**src/rtl/norm_row_collector.sv**
```systemverilog
// norm_row_collector
//   Collects serial normalized psum pairs (core1, core2) from the normalizer
//   into rows of 2*COL elements. Core1 fills the low half of the row and core2
//   the high half. Completed rows are buffered in a small FIFO and drained
//   through a valid/ready port. The normalizer cannot be stalled, so a
//   completed row that finds the FIFO full is dropped and overflow latches.
// Ports
//   clk, reset               single clock, synchronous active-high reset
//   norm_valid               one element pair present this cycle
//   psum_norm_1/psum_norm_2  core1 / core2 element
//   clear                    discard the partial row (FIFO untouched)
//   row_out, row_valid       head-of-FIFO row (zero when empty)
//   row_ready                consumer accepts row_out
//   fill_level               rows stored, 0..DEPTH
//   overflow                 sticky: a completed row was dropped
module norm_row_collector #(
   parameter int BW_PSUM = 11,
   parameter int COL     = 8,
   parameter int DEPTH   = 4
) (
   input  logic                         clk,
   input  logic                         reset,
   input  logic                         norm_valid,
   input  logic [BW_PSUM-1:0]           psum_norm_1,
   input  logic [BW_PSUM-1:0]           psum_norm_2,
   input  logic                         clear,
   output logic [2*COL*BW_PSUM-1:0]     row_out,
   output logic                         row_valid,
   input  logic                         row_ready,
   output logic [$clog2(DEPTH):0]       fill_level,
   output logic                         overflow
);
   localparam int ROW_W = 2*COL*BW_PSUM;
   localparam int PW    = $clog2(DEPTH);
   localparam int FW    = PW + 1;
   localparam logic [3:0]    K_LAST = 4'(COL-1);
   localparam logic [FW-1:0] FULL_L = FW'(DEPTH);

   logic [3:0]                  k_q, k_d;
   logic [ROW_W-1:0]            row_q, row_d;
   logic [DEPTH-1:0][ROW_W-1:0] mem_q, mem_d;
   logic [PW-1:0]               wr_ptr_q, wr_ptr_d;
   logic [PW-1:0]               rd_ptr_q, rd_ptr_d;
   logic [FW-1:0]               fill_q, fill_d;
   logic                        ovf_q, ovf_d;

   logic [ROW_W-1:0] row_now;
   logic             empty, full, complete, pop, push;

   always_comb begin
      // Partial row with this cycle's pair merged in; on a completion cycle
      // this is the row that gets pushed.
      row_now = row_q;
      if (norm_valid) begin
         row_now[int'(k_q)*BW_PSUM +: BW_PSUM]       = psum_norm_1;
         row_now[(COL+int'(k_q))*BW_PSUM +: BW_PSUM] = psum_norm_2;
      end

      empty    = (fill_q == '0);
      full     = (fill_q == FULL_L);
      // clear beats a concurrent pair, so it also cancels a completion.
      complete = norm_valid && !clear && (k_q == K_LAST);
      pop      = !empty && row_ready;
      // A pop in the same cycle frees the slot a full FIFO needs.
      push     = complete && (!full || pop);

      k_d      = k_q;
      row_d    = row_q;
      mem_d    = mem_q;
      wr_ptr_d = wr_ptr_q;
      rd_ptr_d = rd_ptr_q;
      fill_d   = fill_q;
      ovf_d    = ovf_q | (complete & ~push);

      if (clear) begin
         k_d   = '0;
         row_d = '0;
      end else if (norm_valid) begin
         if (complete) begin
            k_d   = '0;
            row_d = '0;
         end else begin
            k_d   = k_q + 4'd1;
            row_d = row_now;
         end
      end

      if (push) begin
         mem_d[wr_ptr_q] = row_now;
         wr_ptr_d        = wr_ptr_q + PW'(1);
      end
      if (pop) rd_ptr_d = rd_ptr_q + PW'(1);

      case ({push, pop})
         2'b10:   fill_d = fill_q + FW'(1);
         2'b01:   fill_d = fill_q - FW'(1);
         default: fill_d = fill_q;
      endcase
   end

   always_ff @(posedge clk) begin
      if (reset) begin
         k_q      <= '0;
         row_q    <= '0;
         mem_q    <= '0;
         wr_ptr_q <= '0;
         rd_ptr_q <= '0;
         fill_q   <= '0;
         ovf_q    <= 1'b0;
      end else begin
         k_q      <= k_d;
         row_q    <= row_d;
         mem_q    <= mem_d;
         wr_ptr_q <= wr_ptr_d;
         rd_ptr_q <= rd_ptr_d;
         fill_q   <= fill_d;
         ovf_q    <= ovf_d;
      end
   end

   assign row_valid  = !empty;
   assign row_out    = empty ? '0 : mem_q[rd_ptr_q];
   assign fill_level = fill_q;
   assign overflow   = ovf_q;

endmodule
```
**config.mk**
```make
export PLATFORM = sky130hd
export DESIGN_NAME = norm_row_collector
export DESIGN_NICKNAME = d
export VERILOG_FILES = /design/src/rtl/norm_row_collector.sv
export SDC_FILE = /design/constraint.sdc
export NUM_CORES = 2
export LEC_CHECK = 0
export ABC_CLOCK_PERIOD_IN_PS = 3100
export CAP_MARGIN = 20
export CORE_UTILIZATION = 30
export DETAILED_ROUTE_END_ITERATION = 7
export DONT_BUFFER_PORTS = 1
export SLEW_MARGIN = 10
export SYNTH_ARGS = -nofsm -noshare
export SYNTH_HDL_FRONTEND = slang
export SYNTH_SLANG_ARGS = --single-unit
```
**constraint.sdc**
```tcl
create_clock -name clk -period 3.1 [get_ports clk]
set_input_delay 0.465 -clock clk [delete_from_list [all_inputs] [get_ports clk]]
set_output_delay 0.465 -clock clk [all_outputs]
set_load 0.05 [all_outputs]
```
======== Word level (Yosys, flattened, before mapping) ========
Cells that the tools add are included.
cells by class
  $add $sub $neg .......................... 8
  $mul .................................... 2
  $lt $le $gt $ge ......................... 3
  eq/ne operators ......................... 4
  shift-type cells ........................ 4
  multiplexer cells ....................... 12
  bitwise operators ....................... 3
  reductions and logical operators ........ 12
operator list
  operator                                                     number
  two-way mux 176 bit                                          5
  bitwise mux 704 bit                                          1
  binary-select mux 176 bit (select 2 bit)                     1
  bitwise mux 176 bit                                          2
  demux 176 bit (select 2 bit)                                 1
  variable shift 11 x 33 -> 176 bit (first input constant)     2
  variable part select 11 x 33 -> 176 bit                      2
  negation 8 -> 33 bit                                         1
  negation 9 -> 33 bit                                         1
  multiplier 5 x 4 -> 9 bit (second input constant)            1
  multiplier 4 x 4 -> 8 bit (second input constant)            1
  less-than comparator 2 x 3 -> 1 bit (second input constant)  2
  case mux 3 bit (2 select lines)                              1
  adder 4 x 4 -> 5 bit (first input constant)                  1
  logical AND 1 bit                                            5
  adder 2 x 1 -> 2 bit (second input constant)                 2
  adder 4 x 1 -> 4 bit (second input constant)                 1
  equality test 4 x 3 -> 1 bit (second input constant)         1
  two-way mux 4 bit                                            1
  adder 3 x 1 -> 3 bit (second input constant)                 1
  equality test 3 bit (second input constant)                  1
  logical NOT 1 bit                                            3
  logical NOT 3 bit                                            1
  subtractor 3 x 1 -> 3 bit (second input constant)            1
  other kinds (9)                                              9
word-level totals
  register bits after elaboration ......... 892
  input port bits ......................... 27
  output and inout bits ................... 181
  logic and storage cells ................. 58

======== Depth between registers and ports, before layout ========
  depth after elaboration ................. 8
  mapped depth ............................ 12
  gate-level depth less buffers ........... 11

======== Worst setup path before layout ========
Ideal clock, no wire load.
  path kind ............................... reg-to-reg
  start ................................... register k_q[0]
  end ..................................... register mem_q[265] in the netlist's numbering
  setup time .............................. 0.126 ns
  arrival ................................. 2.589 ns
  data required time ...................... 2.974 ns
  slack ................................... 0.385 ns
  cell stages (with the launch flop) ...... 12
  buffers on the path ..................... 4
  period minus slack after synthesis ...... 2.715 ns
  cell sequence ........................... dfxtp_1 > buf_2 > buf_2 > inv_1 > ha_1 > buf_2 > or3b_1 > a2111oi_2 > buf_2 > nor3b_1 > a21oi_2 > o21ai_0
between the ends
  cells in the longest elaborated chain, start to end .. 7
  elaborated cells on any way between the ends .. 16
  those cells by class .................... add/sub (3); mul (2); eq/ne (1); shift (4); mux (4); reduce/logical (2)
ends and longest elaborated chain
  what                                                               line    text
  start, declared                                                    39      logic [3:0] k_q, k_d;
  start signal, assigned                                             111     k_q <= k_d;
  adder 4 x 4 -> 5 bit or multiplier 4 x 4 -> 8 bit (tied branches)  56, 55
  multiplier 5 x 4 -> 9 bit or negation 8 -> 33 bit (tied branches)  56, 55
  negation 9 -> 33 bit (tied with other cells)                       56      row_now[(COL+int'(k_q))*BW_PSUM +: BW_PSUM] = psum_norm_2;
  variable part select 11 x 33 -> 176 bit (tied with other cells)    56
  bitwise mux 176 bit                                                56
  two-way mux 176 bit                                                54      if (norm_valid) begin
  bitwise mux 704 bit                                                89      mem_d[wr_ptr_q] = row_now;
  end signal, assigned                                               113     mem_q <= mem_d;
  end, declared                                                      41      logic [DEPTH-1:0][ROW_W-1:0] mem_q, mem_d;
Several ways; a longest one is shown, not always the timed one.
A chain may end at the register's enable or synchronous reset.

======== Final worst setup path ========
  start ................................... register k_q[0]
  end ..................................... register mem_q[335] in the netlist's numbering
The elaborated chain is that of the path after synthesis.

==> metrics.txt <==
Peak VDD IR 389 µV; Clock Pin Slew Worst Setup and Hold Paths 0.07 ns; Mapped Area 36700 µm²; post-synthesis sequential area ratio 48.6%; Sw Ratio 22.5%; Switch Pwr 5.38 mW; Detailed Route WL 128000 µm; synth warn 0; Post-Syn Instances 3612; nets@finish 3664; Hold Crit Class in -> reg; endpoints failing setup 0; EDFF count, synth 0; Via density 5.50; most frequent CP cell buf_4; # IOs 208; clock buffer depth 3; element type at the critical path start flip-flop; core area 122000 µm²; Setup TNS 0 ns; internal power 18.5 mW; overall routing resource usage 20.2%; crit path time final 3.01 ns; ys async rst share 0%; sum of buffers and inverters on the critical path 3; Setup WS pre-CTS 0.246 ns; first-pass iteration count of the detailed router 7; CTS buffer count 89; register share of total power 48.0%; CTS tree done; Power Total 23.9 mW; Die W 352 µm; Avg Cell Area, Syn 10.2 µm²; row count 128; Crit-path slowest cell o22ai_1; RePlAce Congestion 0.972; DIE AREA 124000 µm²; outcome finished clean; max-slew violations 0; fmax 332 MHz; WP data required 3.61 ns; kind of critical path reg -> reg; CP delay by family, top compound AO/OA/AOI/OAI gates; leading register cell type out of synthesis dfxtp_1; crit end category flip-flop; area delta synth->final 17.0%; worst-skew pair later-pin latency 0.67 ns; Final Hold Fails 0; Yosys reg bits 892; Die Span Y 352 µm; H-tree depth 3; Initial Util 30.2%; P_leak 14.9 nW; Final Cycle Share 97.0%; combinational share of power 3.5%; layout cells sized above 1 18.2%; count of port buffers added during placement 0; Power Dens Cells 556 nW/µm²; largest net degree at the start of global routing 141; Unique masters post-synth 77; max_slew headroom 34.2%; Max Cap Viol 0; worst-margin pin slew 0.987 ns; arrival time at the worst endpoint 3.52 ns; CP max stage delay 0.68 ns; Reg2Reg Setup Slack 0.09 ns; CTS Root Cell clkbuf_16; DRC 0; drt wl/cell 24.0 µm; syn nets 3650; CP cell instances inv_1 -> ha_1 -> xor2_2 -> buf_4 -> buf_4 -> a31o_2 -> o22ai_1 -> o21ai_0; Clock Skews 0.0281 ns; DR iter-0 viols 2871; post-DP HPWL 81100 µm; number of routed nets with antenna violations 0; power share of the clock group 48.5%; vias after detailed routing 29325; crit-path max FO 22; Setup WS post-layout 0.0922 ns; gr ovfl total 0; first-pass GRT wire length 189000 µm; vias in the first global route 27813; RSZ-0062 raised after global routing yes; Num Clock Sinks 892; initial antenna violation count 8
layout by cell type (no fill, tap or decap), types with 10 or more instances in the layout:
master           n
o22ai_1         26
nand2_1        358
buf_4          224
a21oi_2         10
and4_1          11
mux4_2         176
nor3b_1         12
a22oi_1         86
nor2_1         287
clkbuf_1        13
nand3_1         25
a221o_1         10
or2_2           14
dfxtp_1        890
clkbuf_8        18
buf_12          35
mux2i_1         13
o31ai_1         13
clkbuf_16       91
diode_2         10
inv_1           13
a31oi_1         29
a31o_2          11
and3_1          38
a22o_1         237
clkinv_2        21
a211oi_1       164
a21oi_1         63
a221oi_2        19
nor3_1          26
bufinv_16       12
ha_1            10
and2_1         212
o2bb2ai_1       20
o21ai_1         97
a2bb2oi_1       11
dlygate4sd3_1   23
a32o_1          36
o21ai_0        229
power by group through the flow:
stage                     logic (mW)  registers [mW]  clock network [mW]
final                          0.832            11.5                11.6
after global routing           0.873            11.5                12.2
after CTS                      0.815            11.5                11.7
after detailed placement       0.729            11.7                   0
after global placement         0.728            11.7                   0
after floorplan                0.547            11.7                   0
worst paths after layout:
path	from	to	cells after the start
hold reg to reg	mem_q[89]	mem_q[89]	2
setup reg to reg	k_q[0]	mem_q[335]	8
setup / recovery	k_q[0]	mem_q[335]	8
hold / removal	psum_norm_1[10]	row_q[120]	2
routing by layer:
layer  track usage (%)  vias to the layer above  share of wire, %
met5                 0                        -                 0
met1              26.8                    14523                41
met2              30.8                     1258                45
met3              6.29                      224                11
li1                  -                    13320                 -
met4              6.96                        0               3.2
worst reg2reg max path, stage by stage (launching register included):
cell and delay, ns:
dfxtp_1 0.33, inv_1 0.12, ha_1 0.44, xor2_2 0.33
buf_4 0.32, buf_4 0.18, a31o_2 0.24, o22ai_1 0.68
o21ai_0 0.20
per-stage QoR:
stage	cell area [µm²]	std cells	hold WS (ns)	util, %
finish	43000	5332	0.0169	35.4
global placement	39500	5129	0.429	32.5
floorplan	36700	3612	0.420	-
detailed placement	39500	5131	0.437	32.5
global route	43000	5324	0.0125	35.3
CTS	42900	5321	0.00629	35.3
registers in the layout, indices dropped and copies added, names as in the netlist:
signal,count
row_q,176
wr_ptr_q,2
overflow,1
mem_q,704
k_q,4
rd_ptr_q,2
fill_level,3
cell usage after synthesis (29+ instances only):
master | n | area [µm²]
dfxtp_1 | 892 | 17900
a211oi_1 | 164 | 1230
nand2_1 | 358 | 1340
o21ai_0 | 229 | 1150
clkbuf_1 | 180 | 676
mux4_2 | 176 | 3960
buf_2 | 117 | 586
a21oi_1 | 63 | 315
and2_1 | 212 | 1330
and3_1 | 42 | 263
a32o_1 | 36 | 360
o21ai_1 | 97 | 485
a31oi_1 | 29 | 181
a22o_1 | 237 | 2080
a22oi_1 | 86 | 646
nor2_1 | 289 | 1080
buf_1 | 31 | 116
cell type report:
class | count | area, µm²
Antenna cell | 10 | 25.0
Clock buffer | 122 | 2570
Clock inverter | 40 | 559
Fill cell | 12116 | 78600
Inverter | 14 | 52.6
Multi-Input combinational cell | 2345 | 17200
Sequential cell | 892 | 17900
Tap cell | 1625 | 2030
Timing Repair Buffer | 284 | 2650
cell families (layout without fill, tap and decap cells):
group                    count (synthesis)  after routing  synth area share, %
XOR/XNOR                                 9              9                0.215
AO/OA/AOI/OAI                         1096           1096                 21.5
adder cells (fa/ha/maj)                 11             11                0.395
flip-flops                             892            892                 48.6
buffers and inverters                  375            460                 4.64
other                                    0             10                    0
AND/OR/NAND/NOR                       1040           1040                 13.5
multiplexers                           189            189                 11.1
repair_timing:
item	in CTS	in global routing
endpoints found under the hold margin	181	0
hold buffers	24	0
resized for setup	0	3
endpoints found under the setup margin	36	15
setup buffers	4	0
cloned	0	0
No activity file was read; power rests on OpenSTA's default activity.
